## src/rtl/sdram_port_arbiter.sv

```systemverilog
// Round-robin arbiter that serialises NPORTS requesters onto the SDRAM init/write/read/refresh engines.
// Optional auto-refresh scheduling is compiled in when SDRAM_ARB_REFRESH_EN is defined.
module sdram_port_arbiter #(
  parameter int NPORTS           = 4,
  parameter int ADDR_W           = 25,
  parameter int DATA_W           = 128,
  parameter int REFRESH_INTERVAL = 780
) (
  input  logic                       iclk,
  input  logic                       ireset_n,
  input  logic [NPORTS-1:0]          ireq,
  input  logic [NPORTS-1:0]          iwe,
  input  logic [NPORTS*ADDR_W-1:0]   iaddr,
  input  logic [NPORTS*DATA_W-1:0]   iwdata,
  output logic [NPORTS-1:0]          oack,
  output logic [DATA_W-1:0]          ordata,
  output logic                       oinit_req,
  output logic                       owr_req,
  output logic                       ord_req,
  output logic                       oref_req,
  output logic [3:0]                 osel,
  output logic [ADDR_W-1:0]          oaddr,
  output logic [DATA_W-1:0]          owdata,
  input  logic                       iinit_fin,
  input  logic                       iwr_fin,
  input  logic                       ird_fin,
  input  logic                       iref_fin,
  input  logic [DATA_W-1:0]          ird_data
);

  localparam int IDXW = (NPORTS > 1) ? $clog2(NPORTS) : 1;
  localparam logic [IDXW-1:0] LAST_RST = IDXW'(NPORTS - 1);
  localparam logic [3:0] SEL_INIT = 4'b0001;
  localparam logic [3:0] SEL_WR   = 4'b0010;
  localparam logic [3:0] SEL_RD   = 4'b0100;
  localparam logic [3:0] SEL_REF  = 4'b1000;

  typedef enum logic [2:0] {
    S_INIT_REQ  = 3'd0,
    S_INIT_WAIT = 3'd1,
    S_IDLE      = 3'd2,
    S_ISSUE     = 3'd3,
    S_WAIT      = 3'd4,
    S_ACK       = 3'd5,
    S_REF_ISSUE = 3'd6,
    S_REF_WAIT  = 3'd7
  } state_e;

  state_e              state_q;
  logic                armed_q;
  logic [IDXW-1:0]     last_q;
  logic                dir_we_q;
  logic [ADDR_W-1:0]   oaddr_q;
  logic [DATA_W-1:0]   owdata_q;
  logic [DATA_W-1:0]   ordata_q;
  logic [NPORTS-1:0]   oack_q;
  logic                oinit_q;
  logic                owr_q;
  logic                ord_q;
  logic [3:0]          osel_q;
  logic                gnt_valid_s;
  logic [IDXW-1:0]     gnt_idx_s;
  logic [IDXW-1:0]     scan_s;

  // Round-robin search starting one past the last granted port
  always_comb begin
    gnt_valid_s = 1'b0;
    gnt_idx_s   = last_q;
    scan_s      = last_q;
    for (int k = 1; k <= NPORTS; k++) begin
      scan_s = IDXW'((int'(last_q) + k) % NPORTS);
      if (!gnt_valid_s && ireq[scan_s]) begin
        gnt_valid_s = 1'b1;
        gnt_idx_s   = scan_s;
      end else begin
        gnt_valid_s = gnt_valid_s;
      end
    end
  end

`ifdef SDRAM_ARB_REFRESH_EN
  localparam int TW = $clog2(REFRESH_INTERVAL);
  localparam logic [TW-1:0] REF_RELOAD = TW'(REFRESH_INTERVAL - 1);

  logic [TW-1:0] ref_timer_q;
  logic          ref_pending_q;
  logic          oref_q;

  // Refresh interval timer; frozen until the init sequence completes
  always_ff @(posedge iclk or negedge ireset_n) begin
    if (!ireset_n) begin
      ref_timer_q   <= REF_RELOAD;
      ref_pending_q <= 1'b0;
    end else if (state_q == S_INIT_REQ || state_q == S_INIT_WAIT) begin
      ref_timer_q   <= REF_RELOAD;
      ref_pending_q <= 1'b0;
    end else begin
      if (state_q == S_REF_ISSUE) begin
        ref_pending_q <= 1'b0;
      end
      // An expiry in the issue cycle re-arms the flag rather than being lost
      if (ref_timer_q == {TW{1'b0}}) begin
        ref_timer_q   <= REF_RELOAD;
        ref_pending_q <= 1'b1;
      end else begin
        ref_timer_q <= ref_timer_q - TW'(1);
      end
    end
  end

  assign oref_req = oref_q;
`else
  logic unused_s;
  assign unused_s = iref_fin | (REFRESH_INTERVAL < 16);
  assign oref_req = 1'b0;
`endif

  // Main sequencer; every engine-facing output is registered here
  always_ff @(posedge iclk or negedge ireset_n) begin
    if (!ireset_n) begin
      state_q  <= S_INIT_REQ;
      armed_q  <= 1'b0;
      last_q   <= LAST_RST;
      dir_we_q <= 1'b0;
      oaddr_q  <= {ADDR_W{1'b0}};
      owdata_q <= {DATA_W{1'b0}};
      ordata_q <= {DATA_W{1'b0}};
      oack_q   <= {NPORTS{1'b0}};
      oinit_q  <= 1'b0;
      owr_q    <= 1'b0;
      ord_q    <= 1'b0;
      osel_q   <= SEL_INIT;
`ifdef SDRAM_ARB_REFRESH_EN
      oref_q   <= 1'b0;
`endif
    end else begin
      oinit_q <= 1'b0;
      owr_q   <= 1'b0;
      ord_q   <= 1'b0;
      oack_q  <= {NPORTS{1'b0}};
`ifdef SDRAM_ARB_REFRESH_EN
      oref_q  <= 1'b0;
`endif
      case (state_q)
        // First cycle out of reset raises the pulse, second cycle moves on
        S_INIT_REQ: begin
          if (!armed_q) begin
            armed_q <= 1'b1;
            oinit_q <= 1'b1;
          end else begin
            state_q <= S_INIT_WAIT;
          end
        end
        S_INIT_WAIT: begin
          if (iinit_fin) begin
            state_q <= S_IDLE;
          end
        end
        S_IDLE: begin
`ifdef SDRAM_ARB_REFRESH_EN
          if (ref_pending_q) begin
            state_q <= S_REF_ISSUE;
            oref_q  <= 1'b1;
            osel_q  <= SEL_REF;
          end else
`endif
          if (gnt_valid_s) begin
            state_q  <= S_ISSUE;
            last_q   <= gnt_idx_s;
            dir_we_q <= iwe[gnt_idx_s];
            oaddr_q  <= iaddr[int'(gnt_idx_s)*ADDR_W +: ADDR_W];
            owdata_q <= iwdata[int'(gnt_idx_s)*DATA_W +: DATA_W];
            owr_q    <= iwe[gnt_idx_s];
            ord_q    <= !iwe[gnt_idx_s];
            osel_q   <= iwe[gnt_idx_s] ? SEL_WR : SEL_RD;
          end
        end
        S_ISSUE: begin
          state_q <= S_WAIT;
        end
        S_WAIT: begin
          if (dir_we_q ? iwr_fin : ird_fin) begin
            state_q        <= S_ACK;
            oack_q[last_q] <= 1'b1;
            if (!dir_we_q) begin
              ordata_q <= ird_data;
            end
          end
        end
        S_ACK: begin
          state_q <= S_IDLE;
          osel_q  <= SEL_INIT;
        end
`ifdef SDRAM_ARB_REFRESH_EN
        S_REF_ISSUE: begin
          state_q <= S_REF_WAIT;
        end
        S_REF_WAIT: begin
          if (iref_fin) begin
            state_q <= S_IDLE;
            osel_q  <= SEL_INIT;
          end
        end
`endif
        default: begin
          state_q <= S_IDLE;
          osel_q  <= SEL_INIT;
        end
      endcase
    end
  end

  assign oack      = oack_q;
  assign ordata    = ordata_q;
  assign oinit_req = oinit_q;
  assign owr_req   = owr_q;
  assign ord_req   = ord_q;
  assign osel      = osel_q;
  assign oaddr     = oaddr_q;
  assign owdata    = owdata_q;

endmodule

```

## config.mk

```make
export PLATFORM = sky130hd
export DESIGN_NAME = sdram_port_arbiter
export DESIGN_NICKNAME = d
export VERILOG_FILES = /design/src/rtl/sdram_port_arbiter.sv
export SDC_FILE = /design/constraint.sdc
export NUM_CORES = 1
export LEC_CHECK = 0
export BUFFER_PORTS_ARGS = -buffer_cell sky130_fd_sc_hd__buf_2
export CAP_MARGIN = 20
export CELL_PAD_IN_SITES_DETAIL_PLACEMENT = 1
export CELL_PAD_IN_SITES_GLOBAL_PLACEMENT = 2
export CORE_AREA = 2 2 406 408
export CTS_CLUSTER_SIZE = 28
export DETAILED_ROUTE_END_ITERATION = 8
export DIE_AREA = 0 0 408 410
export PLACE_DENSITY = 0.45
export SLEW_MARGIN = 20
export SYNTH_ARGS = -nofsm -noshare
export SYNTH_HDL_FRONTEND = slang
export SYNTH_SLANG_ARGS = --single-unit
export TNS_END_PERCENT = 10
```

## constraint.sdc

```tcl
create_clock -name iclk -period 3.4 [get_ports iclk]
set_input_delay 0 -clock iclk [delete_from_list [all_inputs] [get_ports iclk]]
set_output_delay 0 -clock iclk [all_outputs]
set_load 0.02 [all_outputs]
```

==> run summary, run 1 <==
Crit path time final: 3.339 ns
Start point of the critical path: last_q[1]$_DFFE_PN1P_
Total Wirelength: 125.7 mm
Clk pwr share: 17.8%
Total core area: 163500 um2
Routed via count: 19870
Post-route clock skew: 0.03508 ns
Int Pwr: 0.01491 W
Count of synthesis-stage warnings from yosys: 0
Clock slew at the register clock pins of the worst setup and hold paths: 0.06 ns
Width of the die: 408 um
Source-to-sink clock delay at the later pin of the worst-skew pair: 0.64 ns
Clock tree from TritonCTS: yes
Type of the setup path with the least slack: reg -> reg
Required time at the worst-slack endpoint: 3.94 ns
Leakage power figure: 14.83 nW
Pwr dens: 861.3 nW/um2
Postcts setup bufs: 0
Number of nets with antenna violations after detailed routing: 0
Number of cell rows: 149
Fin Setup TNS: 0 ns
Critical R2R Launch: last_q[1]$_DFFE_PN1P_
Ports placed on the boundary: 1047
Die outline area: 167300 um2
Endpoint class of the critical path: register
Chip Height: 410 um
Share of cells above drive strength 1: 43.08%
Final Hold Fails: 0
NumNets Final: 3996
H-tree depth: 2
1st-iter DRT viols: 844
Cell count after placement: 4630
Fraction of power consumed by combinational cells: 60.2%
Syn_area_per_cell: 11.17 um2
Aggregate global routing overflow: 0
Startpoint of the lowest-slack hold path: iwdata[171]
Yosys reg bits: 298
Number of global-route vias before repair: 21950
Root buf cell: clkbuf_16
Minimum setup slack in the final design: 0.06103 ns
Number of max-slew violations in the final report: 0
Share of the clock period used by the worst path: 98.20%
Final Instance Area: 33850 um2
Fraction of post-synthesis cell area in the top cell type by area: 45.98%
Sequential area share after synthesis: 46.47%
Critical Path Source Type: register
Mapped cell area: 16060 um2
First-pass GRT wire length: 172.7 mm
Post-route DRC violation count: 0
Leading post-synthesis cells by instance count: 295 x dfrtp_1, 157 x nor2_1, 156 x mux2i_1, 156 x nor2b_1, 153 x a2111oi_0
All-Layer GR Usage: 14.49%
Highest clock frequency the design can meet: 299.5 MHz
Hold WC Path Type: in -> reg
Leading cell type by number of instances after synthesis: dfrtp_1
Number of clock sinks seen by CTS: 298
Placed wire-length estimate after detailed placement: 98.76 mm
Unrepaired setup endpoints after global routing: yes
Dominant cells by area after synthesis: dfrtp_1 46%, mux2i_1 9.7%, mux2_2 9.1%, a2111oi_0 8.3%, a311oi_1 7.7%
Transition time at the pin with the least slew margin: 0.8404 ns
Average vias per placed instance: 3.622
Wirelength per Cell: 22.91 um
Cell type with the largest total area after synthesis: dfrtp_1
P_sw: 0.01425 W
R2R Setup Slk: 0.06 ns
Predominant post-synthesis flop cell: dfrtp_1
Net Sw Frac: 48.87%
Max_slew headroom: 42.53%
Final Instance Count excl. Fillers: 5486
Number of instances in the synthesized netlist: 1437
Maximum number of pins on one net before global-route repair: 115
Drt pass-1 iters: 5
Setup violators final: 0
Synth-to-layout area growth: 110.8%
Max-capacitance violation count: 0
Pre-CTS setup slack: -0.08230 ns
RD Place Congestion: 0.8304
Number of different library cells in the post-synthesis netlist: 46
Initial antenna violation count: 59
Worst Path Arrival: 3.88 ns
Clock buffer count from CTS: 48
Crit path max fanout: 49
Bufs on Longest Clock Path: 3
Port buffer count: 1043
Tightest hold margin: 0.04643 ns
Starting Density: 9.821%
Async set or reset register ratio after synthesis: 100.0%
Outcome: completed
EDFF count, synth: 0
Placement-stage cell area: 24530 um2
Largest voltage drop on the vdd net: 0.4052 mV
Register share of total power: 22.0%
## final cells by class
class / count / area, um2
Clock inverter: 18 / 209.0
Multi-Input combinational cell: 976 / 8068
Tap cell: 2189 / 2739
Fill cell: 19040 / 129600
Clock buffer: 72 / 1381
Sequential cell: 298 / 7461
Inverter: 5 / 18.77
Timing Repair Buffer: 1909 / 13930
Antenna cell: 19 / 47.55
## worst max-delay path, stage by stage, from the launching register on
cell and delay (ns):
dfstp_2 0.53, inv_1 0.08, ha_1 0.31, mux2_2 0.34
o221a_1 0.26, a221oi_4 0.33, buf_12 0.16, buf_12 0.25
mux2i_1 0.12, dlygate4sd3_1 0.57, a311oi_1 0.27
## what timing repair did
item | CTS | global route
hold buffers | 744 | 3
hold endpoints to repair | 539 | 2
gates resized for setup | 8 | 59
gates cloned | 0 | 0
endpoints found under the setup margin | 8 | 49
## per-layer routing
metal | vias to the layer above | track usage (%) | share of wire (%)
met5 | - | 0 | 0.17
met2 | 754 | 24.73 | 48
li1 | 9169 | - | -
met4 | 36 | 6.386 | 4.9
met1 | 9708 | 17.12 | 40
met3 | 206 | 3.625 | 6.3
## worst paths after layout
kind,depth (start not counted),endpoint
min in group asynchronous,3,owdata[70]$_DFFE_PN0P_
max,10,oaddr[24]$_DFFE_PN0P_
min,4,owdata[43]$_DFFE_PN0P_
max reg2reg,10,oaddr[24]$_DFFE_PN0P_
max in group asynchronous,5,owdata[93]$_DFFE_PN0P_
min reg2reg,1,oinit_req$_DFF_PN0_
## through the flow
step	total power [W]	util [%]
final	0.02915	20.70
after detailed placement	0.02328	15.00
after floorplan	0.01552	-
after CTS	0.02961	20.55
after global routing	0.03105	20.69
after global placement	0.02319	15.00
## power by group through the flow
| stage | logic [W] | clock network (W) | registers [W] |
|---|---|---|---|
| after global routing | 0.0188 | 0.00559 | 0.00664 |
| after CTS | 0.0177 | 0.00548 | 0.00643 |
| after floorplan | 0.00724 | 0 | 0.00828 |
| after detailed placement | 0.0168 | 0 | 0.00647 |
| final | 0.0176 | 0.00519 | 0.00641 |
| after global placement | 0.0168 | 0 | 0.00642 |
## cells in the final DEF, fill, tap and decap left out, types with 6 or more instances in the layout
cell	n
buf_2	1042
mux2i_1	152
buf_4	93
buf_12	24
a21oi_1	9
diode_2	19
clkbuf_8	9
a2111oi_2	15
clkbuf_16	48
o21ai_0	6
nand2_1	10
nor2b_1	156
a2111oi_0	106
a311oi_2	11
mux2_2	130
dfrtp_1	295
clkinv_2	7
dlygate4sd3_1	746
a311oi_1	142
clkbuf_1	15
a2111oi_1	30
nor2_1	157
## state kept, by name, indices dropped and copies added, names as in the netlist, 2 cells and up
| signal | flops |
|---|---|
| last_q | 2 |
| oack | 4 |
| oaddr | 25 |
| ordata | 128 |
| osel | 3 |
| owdata | 128 |
| state_q | 3 |
## cells by family after synthesis
| logic type | Yosys count | synth area share, % |
|---|---|---|
| AND/OR/NAND/NOR | 347 | 10.96 |
| AO/OA/AOI/OAI | 336 | 18.43 |
| flip-flops | 298 | 46.47 |
| multiplexers | 286 | 18.84 |
| buffers and inverters | 164 | 4.917 |
| adder cells (fa/ha/maj) | 4 | 0.3117 |
| other | 1 | 0.02335 |
| XOR/XNOR | 1 | 0.05456 |
Power figures use the tool's default switching activity.
==> inputs of run 2 (changes only) <==
CORE_AREA = 10 10 403 405   (was 2 2 406 408)
DIE_AREA = 0 0 413 415   (was 0 0 408 410)
PLACE_DENSITY = 0.47   (was 0.45)
==> run 2 against run 1 <==
  * Flip-flop and latch count is the same
  * Worst setup slack gained 0.025 ns
  * Clock power shrank 3.9%
  * First-iteration DRC count shrank 1.1%
  * Final area shrank 1.9%
  * Highest routed layer unchanged
  * Count of clock-buffer cells in the layout is the same
  * Largest power group unchanged
  * The flow now finishes with violations (hold timing)
  * Hold slack lost 0.065 ns
==> run summary, run 2 (same netlist as run 1, synthesis figures left out) <==
Outcome: finished with violations
Violations in the final reports: hold timing
R2R Setup Slk: 0.09 ns
Number of nets with antenna violations after detailed routing: 0
Placed wire-length estimate after detailed placement: 104.8 mm
First-pass GRT wire length: 182.6 mm
Total core area: 153900 um2
Setup violators final: 0
Number of clock sinks seen by CTS: 298
Maximum number of pins on one net before global-route repair: 118
All-Layer GR Usage: 14.78%
Number of cell rows: 144
Pre-CTS setup slack: -0.02051 ns
Required time at the worst-slack endpoint: 3.86 ns
Minimum setup slack in the final design: 0.08571 ns
Clock slew at the register clock pins of the worst setup and hold paths: 0.06 ns
Root buf cell: clkbuf_16
NumNets Final: 3958
H-tree depth: 2
Post-route DRC violation count: 0
Endpoint class of the critical path: register
Critical Path Source Type: register
Wirelength per Cell: 25.01 um
Unrepaired setup endpoints after global routing: yes
Clock buffer count from CTS: 45
Aggregate global routing overflow: 0
Commonest cells after routing, fill and taps aside: 1042 x buf_2, 731 x dlygate4sd3_1, 294 x dfrtp_1, 157 x nor2_1, 156 x nor2b_1
Width of the die: 413 um
Die outline area: 171400 um2
Final Instance Count excl. Fillers: 5304
Final Hold Fails: 3
Post-route clock skew: 0.01251 ns
Average vias per placed instance: 3.722
Tightest hold margin: -0.01900 ns
Bufs on Longest Clock Path: 3
Highest clock frequency the design can meet: 301.7 MHz
RD Place Congestion: 0.8142
Fin Setup TNS: 0 ns
Crit path time final: 3.314 ns
Share of cells above drive strength 1: 42.38%
Pwr dens: 863.6 nW/um2
Initial antenna violation count: 57
Starting Density: 10.44%
Share of the clock period used by the worst path: 97.48%
Transition time at the pin with the least slew margin: 0.8943 ns
Max_slew headroom: 40.38%
Worst Path Arrival: 3.77 ns
Most common cell after layout, fill and taps aside: buf_2
Hold WC Path Type: in -> reg
Total Wirelength: 132.7 mm
Clock tree from TritonCTS: yes
Chip Height: 415 um
Leakage power figure: 14.63 nW
Type of the setup path with the least slack: reg -> reg
Routed via count: 19740
Largest voltage drop on the vdd net: 0.6355 mV
Max-capacitance violation count: 0
Number of global-route vias before repair: 22360
1st-iter DRT viols: 835
Number of max-slew violations in the final report: 0
Finished Core Util: 21.59%
Drt pass-1 iters: 5
Cell count after placement: 4466
Source-to-sink clock delay at the later pin of the worst-skew pair: 0.61 ns
Port buffer count: 1043
Synth-to-layout area growth: 106.9%
Postcts setup bufs: 0
Ports placed on the boundary: 1047
Crit path max fanout: 28
## run 2: changes by cell type in the layout (fill, tap and decap cells not counted), moves of 3 or more
| cell | previous run | this run |
|---|---|---|
| buf_12 | 24 | 27 |
| a2111oi_2 | 15 | 4 |
| dlygate4sd3_1 | 746 | 731 |
| clkinv_2 | 7 | 2 |
| buf_4 | 93 | 71 |
| diode_2 | 19 | 25 |
| a2111oi_0 | 106 | 119 |
## run 2: metal layers
metal	wire length (um)	GRT usage, %	share of wire, %
met1	52550	16.83	40
met2	67080	26.51	51
met3	7457	3.474	5.6
met4	5444	5.452	4.1
met5	147	0	0.11
## run 2: what timing repair did
item,CTS,global route
gates resized for setup,1,36
setup endpoints to repair,1,35
endpoints found under the hold margin,449,0
hold buffers,731,0
cloned,0,0
## run 2: final timing paths
path / start / endpoint / cells past startpoint
max in group asynchronous: ireset_n / owdata[23]$_DFFE_PN0P_ / 3
setup reg to reg: last_q[0]$_DFFE_PN1P_ / oaddr[20]$_DFFE_PN0P_ / 11
hold reg to reg: armed_q$_DFFE_PN0N_ / oinit_req$_DFF_PN0_ / 1
setup / recovery: last_q[0]$_DFFE_PN1P_ / oaddr[20]$_DFFE_PN0P_ / 11
min in group asynchronous: ireset_n / ordata[8]$_DFFE_PN0P_ / 2
hold / removal: iwdata[302] / owdata[46]$_DFFE_PN0P_ / 3
## run 2: area by class of cell
class / count / area, um2
Fill cell: 18040 / 120600
Antenna cell: 25 / 62.56
Sequential cell: 298 / 7462
Clock buffer: 72 / 1349
Multi-Input combinational cell: 976 / 7944
Clock inverter: 10 / 181.4
Tap cell: 2044 / 2557
Timing Repair Buffer: 1874 / 13640
Inverter: 5 / 18.77
## run 2: critical path: stages (launching register included)
cell       delay (ns)
dfstp_2          0.53
inv_1            0.08
ha_1             0.31
mux2_2           0.33
o221a_1          0.25
a221oi_4         0.34
buf_12           0.23
buf_12           0.22
nor2b_1          0.06
a2111oi_0        0.49
buf_4            0.20
a311oi_1         0.04
## run 2: metrics by stage
stage          hold slack, ns  cell area [um2]  power (W)
4_1_cts            0.00009315            33080    0.02928
5_1_grt              0.006726            33200    0.03058
2_1_floorplan         -0.2956            16060    0.01552
3_3_place_gp           0.1073            24240    0.02317
6_report             -0.01900            33220    0.02869
3_5_place_dp          0.09551            24240    0.02324
## run 2: where the power goes
part	leakage, nW	total (W)	internal (W)	switching, W
Sequential	3.47	0.00639	0.00535	0.00103
Clock	0.739	0.00499	0.00302	0.00197
Combinational	10.4	0.0173	0.00629	0.0110
Total	14.6	0.0287	0.0147	0.0140
